### src/rtl/fp_norm_round_pack.sv
// fp_norm_round_pack: back end of the FP add/sub datapath. Normalizes the raw
// adder significand, rounds to nearest-even and packs an IEEE-754 single.
// Build option: define FP_NORM_LZC_EN to replace the one-bit-per-cycle
// normalizer with a leading-zero-count shifter (fixed 4-cycle latency,
// bit-identical results).
module fp_norm_round_pack #(
  parameter int unsigned EXP_W  = 8,
  parameter int unsigned FRAC_W = 23
) (
  input  logic                    clk,
  input  logic                    rst,
  input  logic                    in_valid,
  output logic                    in_ready,
  input  logic                    sign_in,
  input  logic [EXP_W-1:0]        exp_in,
  input  logic [FRAC_W+4:0]       sig_in,
  output logic                    out_valid,
  input  logic                    out_ready,
  output logic [EXP_W+FRAC_W:0]   result,
  output logic                    overflow,
  output logic                    inexact
);

  // significand layout: [SIG_W-1] carry, [SIG_W-2] hidden, fraction, G, R, S
  localparam int unsigned SIG_W   = FRAC_W + 5;
  localparam int unsigned EXP_IW  = EXP_W + 2;
  localparam int unsigned RES_W   = 1 + EXP_W + FRAC_W;
  localparam int unsigned EXP_MAX = (1 << EXP_W) - 1;
  localparam int unsigned B_CARRY = SIG_W - 1;
  localparam int unsigned B_HID   = SIG_W - 2;

  typedef enum logic [2:0] {
    S_IDLE  = 3'd0,
    S_NORM  = 3'd1,
    S_ROUND = 3'd2,
    S_PACK  = 3'd3,
    S_OUT   = 3'd4
  } state_t;

  state_t             state_q, state_d;
  logic               sign_q, sign_d;
  // Internal exponent: exp_in zero-extended; stays within 0..EXP_MAX+1.
  logic [EXP_IW-1:0]  exp_q, exp_d;
  logic [SIG_W-1:0]   sig_q, sig_d;
  logic [RES_W-1:0]   result_q, result_d;
  logic               overflow_q, overflow_d;
  logic               inexact_q, inexact_d;
  logic               out_valid_q, out_valid_d;
  logic               in_ready_q, in_ready_d;

  // Rounding datapath: round-to-nearest-even increment at the LSB (bit 3).
  logic               rnd_lsb, rnd_g, rnd_r, rnd_s;
  logic               rnd_up;
  logic [SIG_W-1:0]   rnd_sum;

  assign rnd_lsb = sig_q[3];
  assign rnd_g   = sig_q[2];
  assign rnd_r   = sig_q[1];
  assign rnd_s   = sig_q[0];
  assign rnd_up  = rnd_g & (rnd_lsb | rnd_r | rnd_s);
  assign rnd_sum = sig_q + (rnd_up ? SIG_W'(8) : SIG_W'(0));

`ifdef FP_NORM_LZC_EN
  localparam int unsigned LZ_W = $clog2(SIG_W);

  logic               pre_q, pre_d;
  logic [LZ_W-1:0]    lzc;
  logic [LZ_W-1:0]    lzc_sh;

  // Leading zeros above the carry bit; highest set bit wins.
  function automatic logic [LZ_W-1:0] count_lz(input logic [SIG_W-2:0] v);
    logic [LZ_W-1:0] n;
    n = LZ_W'(SIG_W - 1);
    for (int i = 0; i < int'(SIG_W) - 1; i++) begin
      if (v[i]) n = LZ_W'(int'(SIG_W) - 2 - i);
    end
    return n;
  endfunction

  // Shift distance limited so the exponent never drops below 1.
  always_comb begin
    lzc = count_lz(sig_q[SIG_W-2:0]);
    if (EXP_IW'(lzc) < exp_q) lzc_sh = lzc;
    else                      lzc_sh = LZ_W'(exp_q - EXP_IW'(1));
  end
`endif

  // Next-state and datapath update for every FSM state.
  always_comb begin
    state_d     = state_q;
    sign_d      = sign_q;
    exp_d       = exp_q;
    sig_d       = sig_q;
    result_d    = result_q;
    overflow_d  = overflow_q;
    inexact_d   = inexact_q;
    out_valid_d = out_valid_q;
    in_ready_d  = in_ready_q;
`ifdef FP_NORM_LZC_EN
    pre_d       = pre_q;
`endif

    unique case (state_q)
      S_IDLE: begin
        if (in_valid && in_ready_q) begin
          sign_d     = sign_in;
          exp_d      = EXP_IW'(exp_in);
          sig_d      = sig_in;
          overflow_d = 1'b0;
          inexact_d  = 1'b0;
          in_ready_d = 1'b0;
          state_d    = S_NORM;
`ifdef FP_NORM_LZC_EN
          pre_d      = 1'b1;
`endif
        end
      end

      S_NORM: begin
`ifdef FP_NORM_LZC_EN
        // First NORM cycle: one-shot left shift, then classify next cycle.
        if (pre_q) begin
          pre_d = 1'b0;
          if ((sig_q != '0) && !sig_q[B_CARRY] && !sig_q[B_HID] &&
              (exp_q > EXP_IW'(1))) begin
            sig_d = sig_q << lzc_sh;
            exp_d = exp_q - EXP_IW'(lzc_sh);
          end
        end else
`endif
        if (sig_q == '0) begin
          exp_d   = '0;
`ifdef FP_NORM_LZC_EN
          state_d = S_ROUND;
`else
          state_d = S_PACK;
`endif
        end else if (sig_q[B_CARRY]) begin
          // Right shift keeps the dropped bit in sticky.
          sig_d   = {1'b0, sig_q[SIG_W-1:2], sig_q[1] | sig_q[0]};
          exp_d   = exp_q + EXP_IW'(1);
          state_d = S_ROUND;
        end else if (sig_q[B_HID]) begin
          state_d = S_ROUND;
        end else if (exp_q <= EXP_IW'(1)) begin
          // Subnormal: exponent field 0, significand left as is.
          exp_d   = '0;
          state_d = S_ROUND;
        end else begin
          sig_d   = {sig_q[SIG_W-2:0], 1'b0};
          exp_d   = exp_q - EXP_IW'(1);
        end
      end

      S_ROUND: begin
        inexact_d = rnd_g | rnd_r | rnd_s;
        if (rnd_sum[B_CARRY]) begin
          sig_d = {1'b0, rnd_sum[SIG_W-1:1]};
          exp_d = exp_q + EXP_IW'(1);
        end else begin
          sig_d = rnd_sum;
          if ((exp_q == '0) && rnd_sum[B_HID]) exp_d = EXP_IW'(1);
        end
        state_d = S_PACK;
      end

      S_PACK: begin
        if (exp_q >= EXP_IW'(EXP_MAX)) begin
          result_d   = {sign_q, {EXP_W{1'b1}}, {FRAC_W{1'b0}}};
          overflow_d = 1'b1;
        end else begin
          result_d   = {sign_q, exp_q[EXP_W-1:0], sig_q[FRAC_W+2:3]};
        end
        out_valid_d = 1'b1;
        state_d     = S_OUT;
      end

      S_OUT: begin
        if (out_ready) begin
          out_valid_d = 1'b0;
          in_ready_d  = 1'b1;
          state_d     = S_IDLE;
        end
      end

      default: begin
        state_d = S_IDLE;
      end
    endcase
  end

  // State and datapath registers.
  always_ff @(posedge clk or posedge rst) begin
    if (rst) begin
      state_q     <= S_IDLE;
      sign_q      <= 1'b0;
      exp_q       <= '0;
      sig_q       <= '0;
      result_q    <= '0;
      overflow_q  <= 1'b0;
      inexact_q   <= 1'b0;
      out_valid_q <= 1'b0;
      in_ready_q  <= 1'b1;
`ifdef FP_NORM_LZC_EN
      pre_q       <= 1'b0;
`endif
    end else begin
      state_q     <= state_d;
      sign_q      <= sign_d;
      exp_q       <= exp_d;
      sig_q       <= sig_d;
      result_q    <= result_d;
      overflow_q  <= overflow_d;
      inexact_q   <= inexact_d;
      out_valid_q <= out_valid_d;
      in_ready_q  <= in_ready_d;
`ifdef FP_NORM_LZC_EN
      pre_q       <= pre_d;
`endif
    end
  end

  assign in_ready  = in_ready_q;
  assign out_valid = out_valid_q;
  assign result    = result_q;
  assign overflow  = overflow_q;
  assign inexact   = inexact_q;

endmodule

### config.mk
export PLATFORM = sky130hd
export DESIGN_NAME = fp_norm_round_pack
export DESIGN_NICKNAME = d
export VERILOG_FILES = /design/src/rtl/fp_norm_round_pack.sv
export SDC_FILE = /design/constraint.sdc
export NUM_CORES = 1
export LEC_CHECK = 0
export CAP_MARGIN = 10
export CORE_MARGIN = 1
export CORE_UTILIZATION = 40
export CTS_CLUSTER_DIAMETER = 200
export CTS_CLUSTER_SIZE = 12
export DETAILED_ROUTE_END_ITERATION = 12
export PLACE_DENSITY = 0.68
export SYNTH_ARGS = -nofsm -noshare
export SYNTH_HDL_FRONTEND = slang
export SYNTH_SLANG_ARGS = --single-unit
### constraint.sdc
create_clock -name clk -period 2.55 [get_ports clk]
set_clock_uncertainty 0.2 [all_clocks]
set_input_delay 0.255 -clock clk [delete_from_list [all_inputs] [get_ports clk]]
set_output_delay 0.255 -clock clk [all_outputs]
set_load 0.01 [all_outputs]
==> impl_metrics.ini, run 1 <==
[pwr]
clock_power_share = 0.510
power.density_mw_per_mm2 = 382
switching_power_summed_over_all_nets_w = 0.000568
irDropWorstVdd_v = 0.000269
swShare = 0.201
p_seq_frac = 0.437
cell_internal_pwr_w = 0.00227
power.static_leakage_nw = 2.95
share_comb_of_total_power = 0.053

[placement]
dp.final_hpwl_mm = 11.8
dpl_cell_area_mm2 = 0.00674
finalWeightedCongestion = 0.909
portBuffers = 76

[route]
wl_met1_mm = 7.50
route.met3.wl_mm = 1.09
route.vias.total = 5329
highest-signal-layer = met4
routed_wire_length_per_instance_um = 19.1
via_per_inst = 5.99
met2_wl_mm = 7.93
totalWireLength_mm = 17.0
route.detailed.drc = 0
drt_first_pass_iters = 8
initial_drc_count = 475
final_antenna_net_count = 0

[critical_path]
critical_path_at_ns = 2.67
crit_type = register to register
start_kind = register
worstRegToRegCells = 11
worstReg2RegStart = sig_q[2]
critical_path.max_fanout = 3
worstReg2RegEnd = sig_q[18]
worstSetupEndpointType = register
ff2ff_setup_slack_ns = -0.04
data_required_time_at_the_worst_endpoint_ns = 2.63

[floorplanning]
dieHeight_um = 115
start_util = 0.416
rows = 40
io_pins = 77
fp.dieArea_mm2 = 0.0131
core_area_mm2 = 0.0122
chipWidth_um = 115

[logic_synthesis]
synth.distinct_cells = 76
register_area_share_after_synthesis = 0.385
synth.largest_area_cell = sky130_fd_sc_hd__dfrtp_1
synth_async_reset_ratio = 1.00
synth_enable_flop_cells = 0
synth.avg_cell_area_um2 = 8.91
syn_area_mm2 = 0.00508
ys.flop_type = sky130_fd_sc_hd__dfrtp_1
yosys-top-cells-area = sky130_fd_sc_hd__dfrtp_1 38%, sky130_fd_sc_hd__a22o_1 5.7%, sky130_fd_sc_hd__a222oi_1 4.7%
netlist.area_leader.share = 0.380
syn_inst = 570
synth_fp_nets = 616
synth.ff_latch_count = 78
synth_warnings = 0

[layout]
most_common_cell_after_layout_fill_and_taps_aside = sky130_fd_sc_hd__buf_4
antennaDiodeCount = 0
synthToLayoutAreaGrowth_pct = 46.0
drive_gt1_frac = 0.282
num-nets-final = 762
mostFrequentLayoutCells = 100 x sky130_fd_sc_hd__buf_4, 76 x sky130_fd_sc_hd__clkdlybuf4s50_1, 75 x sky130_fd_sc_hd__dfrtp_1, 51 x sky130_fd_sc_hd__nand2_1, 42 x sky130_fd_sc_hd__nor2_1
design_area_mm2 = 0.00741

[global_routing]
first_global_vias = 5172
grt_max_degree = 32
number_of_antenna_violations_at_the_first_check_in_global_routing = 0
track_usage = 0.264
first_pass_grt_wire_length_mm = 26.7
grt_overflow_total = 0

[sta]
grt_setup_unrepaired = yes
worstMarginPinSlew_ns = 0.958
max_freq_mhz = 386
final.min_clock_period_ns = 2.59
finalCritPeriodShare = 1.02
timing.final.max_slew_violations = 0
setup_slack_ns = -0.0412
timing_hold_violations_final = 0
max_slew_margin = 0.361
setup_total_negative_slack_ns = -0.165
report.final.setup_viol = 9

[clock_tree]
clock_path_buffers = 2
clk_latency_ns = 0.35
cts_tree = yes
hold_buffers = 0
cts-htree-levels = 3
clock_transition_at_path_regs_ns = 0.06
numCtsBuffers = 9
root_buffer = sky130_fd_sc_hd__clkbuf_16
numClockSinks = 78

[status]
violations = setup timing
run_status = complete, but fails checks

[run]
max_cap_viol_count = 0

[min_path]
min_path_type = input port to asynchronous set/reset pin
==> cell families (layout without fill, tap and decap cells) <==
group,after synthesis,count (layout),share of synthesized area
and+or+nand+nor,197,197,0.211
AOI/OAI and AO/OA,191,191,0.279
DFF,78,78,0.385
buffers and inverters,71,222,0.0626
xor gates and xnor gates,25,25,0.0431
adders and majority gates,5,5,0.0123
muxes,3,3,0.00641
==> layout make-up <==
cell class | count | area (µm²)
clock buffers | 13 | 270
clock inverters | 3 | 65.1
fillers | 1064 | 4800
inverters | 11 | 42.5
multi-input cells | 421 | 3090
flip-flops and latches | 78 | 1960
well taps | 168 | 210
repair buffers | 195 | 1780
==> sequential cells by signal (all words and copies together), names as in the netlist <==
register	count
overflow	1
in_ready	1
sign_q	1
exp_q	10
inexact	1
sig_q	28
out_valid	1
state_q	3
result	32
==> metrics by stage <==
stage | setup WS (ns) | utilization | power [W] | hold WS, ns | std cells
6_report | -0.0412 | 0.607 | 0.00283 | 0.0745 | 889
5_1_grt | -0.152 | 0.607 | 0.00293 | 0.162 | 889
4_1_cts | -0.0317 | 0.584 | 0.00285 | 0.102 | 879
3_5_place_dp | -0.131 | 0.552 | 0.00141 | 0.262 | 862
3_3_place_gp | -0.0600 | 0.552 | 0.00140 | 0.246 | 862
2_1_floorplan | -0.118 | - | 0.00132 | 0.194 | 570
==> worst max-delay path by stage <==
stage | startpoint | endpoint | cells after the start
3_3_place_gp | sig_q[2] | exp_q[0] | 11
2_1_floorplan | sig_q[2] | exp_q[7] | 10
5_1_grt | sig_q[3] | sig_q[18] | 11
3_5_place_dp | sig_q[2] | exp_q[0] | 11
6_report | sig_q[2] | sig_q[18] | 11
4_1_cts | sig_q[3] | sig_q[18] | 11
==> what timing repair did <==
item                                    in CTS  in global routing
endpoints found under the setup margin      28                 36
pin swaps                                    4                 10
gates cloned                                 0                  3
buffers inserted                             1                  7
resized for setup                           15                 49
==> worst max-delay path: stages, from the launching register on <==
cell and delay, ns:
sky130_fd_sc_hd__dfrtp_1 0.36, sky130_fd_sc_hd__and2_4 0.15, sky130_fd_sc_hd__ha_4 0.14, sky130_fd_sc_hd__nand3_4 0.08, sky130_fd_sc_hd__or4_4 0.52, sky130_fd_sc_hd__nor3_4 0.24
sky130_fd_sc_hd__buf_6 0.15, sky130_fd_sc_hd__nor2_4 0.04, sky130_fd_sc_hd__buf_12 0.11, sky130_fd_sc_hd__mux2i_1 0.11, sky130_fd_sc_hd__o311a_1 0.30, sky130_fd_sc_hd__o21ai_1 0.12
==> power groups by stage <==
stage | Sequential (W) | Combinational [W] | Clock (W)
4_1_cts | 0.00124 | 0.000148 | 0.00146
2_1_floorplan | 0.00126 | 0.0000574 | 0
3_3_place_gp | 0.00126 | 0.000144 | 0
6_report | 0.00124 | 0.000151 | 0.00144
3_5_place_dp | 0.00126 | 0.000145 | 0
5_1_grt | 0.00124 | 0.000165 | 0.00152
==> cells in the mapped netlist (all sizes together), types with 12 or more instances <==
cell,instances
dfrtp,77
nand2,51
nor2,47
o21ai,42
clkbuf,35
a21oi,33
a22o,33
buf,25
a222oi,24
nand3,15
nor3,15
nand4,13
xnor2,13
nor4,12
xor2,12
==> per-layer routing <==
metal / track usage / up-vias
met1: 0.352 / 2613
met2: 0.416 / 208
met4: 0.110 / 0
met5: 0 / -
met3: 0.0566 / 39
li1: - / 2469
Note: power is estimated with default switching activity, not from simulation.
==> run 2, diff against run 1 <==
Settings changed: ABC_CLOCK_PERIOD_IN_PS from default to 2550.
==> results of run 2 <==
Final layout, timing and power as in run 1 (identical DEF).
